===== src/rtl/regfile_pkg.sv =====
// regfile_pkg: shared constants, address type and write-port priority helper for regfile_mp
package regfile_pkg;
  localparam int REG_DEPTH = 5;
  localparam int MAX_PORTS = 8;
  typedef logic [REG_DEPTH-1:0] reg_addr_t;
  localparam reg_addr_t REG_ZERO = '0;
  function automatic int port_sel(input logic [MAX_PORTS-1:0] hit);
    int r;
    r = 0;
    for (int k = 0; k < MAX_PORTS; k++)
      if (hit[k]) r = k;
    return r;
  endfunction
endpackage


===== src/rtl/regfile_scoreboard.sv =====
// regfile_scoreboard: pending-write busy bits; ports clk, rst, clr_en/clr_addr per write port, sb_set/sb_addr, busy
module regfile_scoreboard
  import regfile_pkg::*;
#(
  parameter int DEPTH = 5,
  parameter int NWR = 2
) (
  input  logic                   clk,
  input  logic                   rst,
  input  logic [NWR-1:0]         clr_en,
  input  logic [NWR*DEPTH-1:0]   clr_addr,
  input  logic                   sb_set,
  input  logic [DEPTH-1:0]       sb_addr,
  output logic [(1<<DEPTH)-1:0]  busy
);
  logic [(1<<DEPTH)-1:0] nxt;
  // set is applied after clears so a newly issued producer supersedes a retiring one
  always_comb begin
    nxt = busy;
    for (int j = 0; j < NWR; j++)
      if (clr_en[j]) nxt[clr_addr[j*DEPTH +: DEPTH]] = 1'b0;
    if (sb_set && sb_addr != DEPTH'(REG_ZERO)) nxt[sb_addr] = 1'b1;
    nxt[0] = 1'b0;
  end
  always_ff @(posedge clk or posedge rst)
    if (rst) busy <= '0;
    else busy <= nxt;
endmodule


===== src/rtl/regfile_mp.sv =====
// regfile_mp: multi-port register file (r0 = 0) with busy scoreboard; optional write-to-read bypass via REGFILE_BYPASS_EN
// ports: clk, rst (async high); rd_addr/rd_data/rd_busy per read port; wr_en/wr_addr/wr_data per write port;
//        sb_set/sb_addr mark a destination pending; busy is the full scoreboard vector
module regfile_mp
  import regfile_pkg::*;
#(
  parameter int WIDTH = 32,
  parameter int DEPTH = 5,
  parameter int NRD = 2,
  parameter int NWR = 2
) (
  input  logic                   clk,
  input  logic                   rst,
  input  logic [NRD*DEPTH-1:0]   rd_addr,
  output logic [NRD*WIDTH-1:0]   rd_data,
  output logic [NRD-1:0]         rd_busy,
  input  logic [NWR-1:0]         wr_en,
  input  logic [NWR*DEPTH-1:0]   wr_addr,
  input  logic [NWR*WIDTH-1:0]   wr_data,
  input  logic                   sb_set,
  input  logic [DEPTH-1:0]       sb_addr,
  output logic [(1<<DEPTH)-1:0]  busy
);
  logic [WIDTH-1:0] regs [0:(1<<DEPTH)-1];
  // later ports overwrite earlier ones in the loop, so the highest index wins on a collision
  always_ff @(posedge clk or posedge rst)
    if (rst) regs <= '{default: '0};
    else
      for (int j = 0; j < NWR; j++)
        if (wr_en[j] && wr_addr[j*DEPTH +: DEPTH] != DEPTH'(REG_ZERO))
          regs[wr_addr[j*DEPTH +: DEPTH]] <= wr_data[j*WIDTH +: WIDTH];
  regfile_scoreboard #(.DEPTH(DEPTH), .NWR(NWR)) u_sb (
    .clk(clk),
    .rst(rst),
    .clr_en(wr_en),
    .clr_addr(wr_addr),
    .sb_set(sb_set),
    .sb_addr(sb_addr),
    .busy(busy)
  );
  for (genvar i = 0; i < NRD; i++) begin : g_rd
    logic [DEPTH-1:0] a;
    logic [WIDTH-1:0] q;
    assign a = rd_addr[i*DEPTH +: DEPTH];
    assign q = (a == DEPTH'(REG_ZERO)) ? '0 : regs[a];
`ifdef REGFILE_BYPASS_EN
    logic [MAX_PORTS-1:0] hv;
    int s;
    always_comb begin
      hv = '0;
      for (int j = 0; j < NWR; j++)
        hv[j] = wr_en[j] && wr_addr[j*DEPTH +: DEPTH] == a && a != DEPTH'(REG_ZERO);
    end
    assign s = port_sel(hv);
    assign rd_data[i*WIDTH +: WIDTH] = |hv ? wr_data[s*WIDTH +: WIDTH] : q;
    // a retiring write hides the busy bit unless a new producer claims the same register now
    assign rd_busy[i] = |hv ? (sb_set && sb_addr == a) : busy[a];
`else
    assign rd_data[i*WIDTH +: WIDTH] = q;
    assign rd_busy[i] = busy[a];
`endif
  end
endmodule

===== config.mk =====
export PLATFORM = sky130hd
export DESIGN_NAME = regfile_mp
export DESIGN_NICKNAME = d
export VERILOG_FILES = /design/src/rtl/regfile_pkg.sv /design/src/rtl/regfile_scoreboard.sv /design/src/rtl/regfile_mp.sv
export SDC_FILE = /design/constraint.sdc
export NUM_CORES = 2
export LEC_CHECK = 0
export BUFFER_PORTS_ARGS = -buffer_cell sky130_fd_sc_hd__buf_2
export CORE_UTILIZATION = 50
export CTS_BUF_LIST = sky130_fd_sc_hd__clkbuf_4 sky130_fd_sc_hd__clkbuf_8
export CTS_CLUSTER_SIZE = 12
export DETAILED_ROUTE_END_ITERATION = 16
export PLACE_DENSITY_LB_ADDON = 0.1
export REMOVE_ABC_BUFFERS = 1
export SKIP_CTS_REPAIR_TIMING = 1
export SLEW_MARGIN = 10
export SYNTH_ARGS = -nofsm -noshare
export SYNTH_HDL_FRONTEND = slang
export SYNTH_SLANG_ARGS = --single-unit
export TNS_END_PERCENT = 20

===== constraint.sdc =====
create_clock -name clk -period 109.9 [get_ports clk]
set_input_delay 21.98 -clock clk [delete_from_list [all_inputs] [get_ports clk]]
set_output_delay 21.98 -clock clk [all_outputs]
set_load 0.03 [all_outputs]

# Yosys cells after proc, flatten, opt, wreduce, memory -nomap -nowiden
# Cells that the tools add are included.
# word_totals
reg_bits	1055
in_bits	94
out_inout_bits	98
word_cells	98
# op_classes
n_lt_le_gt_ge	14
muxes	29
n_bitwise	9
reduce_logical	13
# op_table
operator	n
$bwmux 1024	2
$mux 1024	2
$mux 32	11
$bmux 32 s5	2
$demux 32 s5	2
$and 32x32->32	2
$not 32->32	2
$or 32x32->32	1
$lt 5x6->1 const B	5
$ge 6x6->1 const B	4
$not 5->6	4
$demux 1 s5	3
$ge 5x1->1 const B	3
$reduce_bool 5->1	3
$lt 6x1->1 const B	2
$bmux 1 s5	2
$logic_not 5->1	2
$logic_and 1x1->1	8
$mux 1	5

# Longest topological paths before layout
# logic_depth
depth_word	11
mapped_depth	8
mapped_depth_nobuf	4

# Modules after synthesis
# A second synthesis with hierarchy kept.
# unflattened
cells_unflattened	6175
area_unflattened_um2	65381.5
# by_module_without_submodules
module	n_inst	cells_each	area_each_um2	seq_area_each_um2
regfile_mp	1	6018	63694.8	25624.6
regfile_scoreboard	1	157	1686.6	775.7

# Worst setup path after synthesis
# Ideal clock, no wire load.
# synth_timing
path_kind	input to output
from	input rd_addr[5]
to	output rd_data[41]
arrival_time_ns	24.021
t_required_ns	87.920
setup_slack_ns	63.899
path_stages	8
path_buffers	5
cell_sequence	buf_2 -> buf_4 -> inv_1 -> buf_4 -> buf_2 -> clkbuf_1 -> o2111ai_1 -> a311oi_1
# synth_between
elab_chain_cells	5
word_cells_on_any_way	6
classes_between	mux: 4; bitwise: 1; reduce/logical: 1
# synth_rtl
item	line	rtl
start, declared	regfile_mp.sv:14	input logic [NRD*DEPTH-1:0] rd_addr,
$not 5->6 (implied by the code)	regfile_mp.sv:45	assign q = (a == DEPTH'(REG_ZERO)) ? '0 : regs[a];
$bmux 32 s5	regfile_mp.sv:45	
$mux 32 (implied by the code) (2 in a row)	regfile_mp.sv:45	
$mux 32 (*)	regfile_mp.sv:45	
end, declared	regfile_mp.sv:15	output logic [NRD*WIDTH-1:0] rd_data,
# Mark *: on every way between the ends. The rest lies on a longest branch, timed or not. The select of a mux whose other input is x is not followed.

# Worst setup path after layout
# layout_timing
from	input rd_addr[2]
to	output rd_data[7]
# Same word-level chain as after synthesis.

==> metrics.txt <==
# TYPE chip_impl_metric gauge
chip_impl_info{name="cp-startpoint",value="rd_addr[2]"} 1
chip_impl_metric{name="drtPass1Iterations",unit=""} 9
chip_impl_metric{name="hpwl",unit="mm"} 145
chip_impl_metric{name="power_per_cell_area",unit="mW/mm^2"} 18.5
chip_impl_metric{name="floorplan.die.width",unit="um"} 362
chip_impl_metric{name="wire_length_of_the_first_global_routing_pass",unit="mm"} 386
chip_impl_metric{name="r2r_slack",unit="ns"} 109.00
chip_impl_metric{name="cts-htree-levels",unit=""} 4
chip_impl_metric{name="core_region_area",unit="mm^2"} 0.128
chip_impl_metric{name="area_growth_syn_to_layout",unit="%"} 8.66
chip_impl_metric{name="area.sequential",unit="mm^2"} 0.0264
chip_impl_metric{name="boundaryPins",unit=""} 192
chip_impl_metric{name="largest_net_degree_at_the_start_of_global_routing",unit=""} 159
chip_impl_metric{name="nets",unit=""} 6052
chip_impl_metric{name="critical_path_arrival",unit="ns"} 26.37
chip_impl_info{name="status",value="complete, no violations"} 1
chip_impl_metric{name="r2r.worst_path.cells",unit=""} 2
chip_impl_metric{name="placed_area",unit="mm^2"} 0.0664
chip_impl_metric{name="clock_tree.buffer_depth",unit=""} 3
chip_impl_metric{name="gp_congestion",unit=""} 0.884
chip_impl_metric{name="drt_wl_total",unit="mm"} 271
chip_impl_metric{name="remaining_drc_errors",unit=""} 0
chip_impl_metric{name="drtAntennaViolNets",unit=""} 0
chip_impl_metric{name="avgViaCountPerCell",unit=""} 7.01
chip_impl_metric{name="detailroute.via_count",unit=""} 54900
chip_impl_metric{name="post-route-cell-area",unit="mm^2"} 0.0704
chip_impl_info{name="synth_top_flop_cell",value="dfrtp_1"} 1
chip_impl_metric{name="worst_setup_hold_path_clk_slew",unit="ns"} 0.06
chip_impl_metric{name="synth.ff_latch_count",unit=""} 1055
chip_impl_metric{name="initial_core_util",unit="%"} 50.6
chip_impl_metric{name="worst_slew_slack_as_a_fraction_of_its_limit",unit="%"} 11.9
chip_impl_info{name="netlist_top_cells_count",value="dfrtp_1, mux2i_1, nand2_1"} 1
chip_impl_metric{name="row_count",unit=""} 131
chip_impl_metric{name="fin_worst_skew",unit="ns"} 0
chip_impl_metric{name="dr.first_iter.drc_count",unit=""} 7832
chip_impl_metric{name="clkLatencyLatePin",unit="ns"} 0.92
chip_impl_info{name="unrepaired_setup_endpoints_after_global_routing",value="no"} 1
chip_impl_metric{name="netlist.area_leader.share",unit="%"} 40.7
chip_impl_metric{name="static-leakage-power",unit="nW"} 32.5
chip_impl_metric{name="drive_above_1_share",unit="%"} 20.9
chip_impl_info{name="timing.rr.end",value="regs[916]$_DFF_PP0_"} 1
chip_impl_metric{name="fin_setup_tns",unit="ns"} 0
chip_impl_info{name="synth_area_leader_cell",value="dfrtp_1"} 1
chip_impl_metric{name="final.fill_count",unit=""} 11100
chip_impl_metric{name="synth_cells",unit=""} 6241
chip_impl_metric{name="final.min_clock_period",unit="ns"} 48.35
chip_impl_metric{name="wl_per_cell",unit="um"} 34.6
chip_impl_metric{name="first_global_vias",unit=""} 52500
chip_impl_metric{name="max_clock_freq",unit="MHz"} 20.7
chip_impl_metric{name="number_of_buffers_inserted_during_clock_tree_synthesis",unit=""} 191
chip_impl_metric{name="synth-edff-count",unit=""} 0
chip_impl_metric{name="fp.dieArea",unit="mm^2"} 0.131
chip_impl_metric{name="overflow",unit=""} 0
chip_impl_metric{name="power.ir.vdd_worst",unit="mV"} 0.0120
chip_impl_metric{name="die_height",unit="um"} 362
chip_impl_metric{name="multi_input_comb_area",unit="mm^2"} 0.0358
chip_impl_metric{name="synth-async-reset-ratio",unit="%"} 100
chip_impl_metric{name="synth.lib_cells_used.distinct",unit=""} 48
chip_impl_metric{name="yosysWarningCount",unit=""} 0
chip_impl_info{name="min-delay-path-class",value="register to register"} 1
chip_impl_metric{name="min_period_over_period",unit="%"} 44.0
chip_impl_info{name="endpoint",value="rd_data[7]"} 1
chip_impl_metric{name="cts_num_sinks",unit=""} 1055
chip_impl_info{name="crit_path_start_kind",value="input pin"} 1
chip_impl_metric{name="antenna_violations_before_repair",unit=""} 15
chip_impl_metric{name="numPortBuffers",unit=""} 190
chip_impl_info{name="critical_path.endpoint_type",value="output port"} 1
chip_impl_metric{name="netlist_area",unit="mm^2"} 0.0648
chip_impl_metric{name="report.final.setup_viol",unit=""} 0
chip_impl_metric{name="totalPowerFinal",unit="mW"} 1.30
chip_impl_metric{name="groute.usage.overall",unit="%"} 41.0
chip_impl_metric{name="dp_cells",unit=""} 7494
chip_impl_metric{name="syn-mean-instance-area",unit="um^2"} 10.4
chip_impl_info{name="cts_tree",value="yes"} 1
chip_impl_metric{name="hold_viol_final",unit=""} 0
chip_impl_info{name="critical_path.reg2reg.startpoint",value="regs[916]$_DFF_PP0_"} 1
chip_impl_metric{name="fin_cells",unit=""} 7838
chip_impl_info{name="synth_top_cells_by_area",value="dfrtp_1, mux4_2, mux2i_1, o21ai_0, nand2_1"} 1
chip_impl_metric{name="worst-slew-pin-transition",unit="ns"} 1.32
chip_impl_metric{name="total_of_max_cap_violations",unit=""} 0
chip_impl_info{name="root_driver",value="clkbuf_8"} 1
chip_impl_info{name="critPathKind",value="input pin to output port"} 1
chip_impl_metric{name="path_max_fanout",unit=""} 72
chip_impl_metric{name="synth-seq-area-share",unit="%"} 40.7
chip_impl_metric{name="timing.final.max_slew_violations",unit=""} 0
chip_impl_metric{name="hold_ws",unit="ns"} 0.394
chip_impl_metric{name="cp.required",unit="ns"} 87.92
chip_impl_info{name="synth_most_common_cell",value="dfrtp_1"} 1
layout make-up:
| type | count | share of cell area (%) |
|---|---|---|
| clock buffer | 316 | 5.55 |
| inverter | 6 | 0.0498 |
| sequential | 1055 | 37.5 |
| tap | 1729 | 3.07 |
| antenna | 9 | 0.0320 |
| clock inverter | 19 | 0.156 |
| multi-input combinational | 4397 | 50.9 |
| timing repair buffer | 307 | 2.76 |
stage by stage:
stage               worst slack [ns]  utilization (%)
floorplan                      58.22                -
global placement               61.78             51.9
detailed placement             61.76             51.9
CTS                            61.73             55.0
global route                   61.44             55.0
finish                         61.55             55.0
critical path, cell delays in order:
cell and delay, ns:
buf_8 0.47, buf_4 0.89, buf_4 0.94, mux2i_1 0.19, a221oi_1 0.33, o21ai_0 0.14
a311oi_1 0.87, buf_2 0.34
cell usage in the layout, fill, tap and decap left out, types with 113 or more instances in the layout:
master and count:
clkbuf_8 245, dfrtp_1 1055, a21oi_1 457, nand2_1 624
nor2_1 572, mux4_2 466, o21ai_0 568, mux2i_1 826
buf_2 183, buf_4 113, a22oi_1 266
worst min path at each step:
| stage | end | slack (ns) | depth (start not counted) | start |
|---|---|---|---|---|
| 2_1_floorplan | regs[1000]$_DFF_PP0_ | 0.37 | 0 | regs[1000]$_DFF_PP0_ |
| 3_3_place_gp | regs[1013]$_DFF_PP0_ | 0.38 | 0 | regs[1013]$_DFF_PP0_ |
| 3_5_place_dp | regs[998]$_DFF_PP0_ | 0.38 | 0 | regs[998]$_DFF_PP0_ |
| 4_1_cts | regs[998]$_DFF_PP0_ | 0.40 | 0 | regs[998]$_DFF_PP0_ |
| 5_1_grt | regs[1008]$_DFF_PP0_ | 0.40 | 0 | regs[1008]$_DFF_PP0_ |
| 6_report | regs[1014]$_DFF_PP0_ | 0.39 | 0 | regs[1014]$_DFF_PP0_ |
state kept, by name, summed over array words and instances, names as in the netlist:
name	cells
regs	1024
u_sb.busy	31
logic make-up (layout without fill, tap and decap cells):
family / Yosys count / in the layout / share of synthesized area, %
flip-flops: 1055 / 1055 / 40.7
multiplexers: 1358 / 1358 / 30.1
AO/OA/AOI/OAI: 1630 / 1630 / 15.3
AND/OR/NAND/NOR: 1408 / 1408 / 8.84
other: 1 / 10 / 0.00579
buffers and inverters: 789 / 648 / 5.03
routing by layer:
layer	track usage, %	up-vias	share of wire, %	routed length, um
met5	0	-	0.056	153
met4	22.5	22	6.0	16300
met3	12.5	971	12	33600
met2	60.9	3944	44	119000
met1	53.7	27500	38	102000
li1	-	22500	-	-
where the power goes:
part	internal, mW	switching (mW)	total, mW
combinational	0.171	0.159	0.329
sequential	0.488	0.0818	0.570
clock	0.222	0.179	0.401
total	0.881	0.420	1.30
Note: power is estimated with default switching activity, not from simulation.
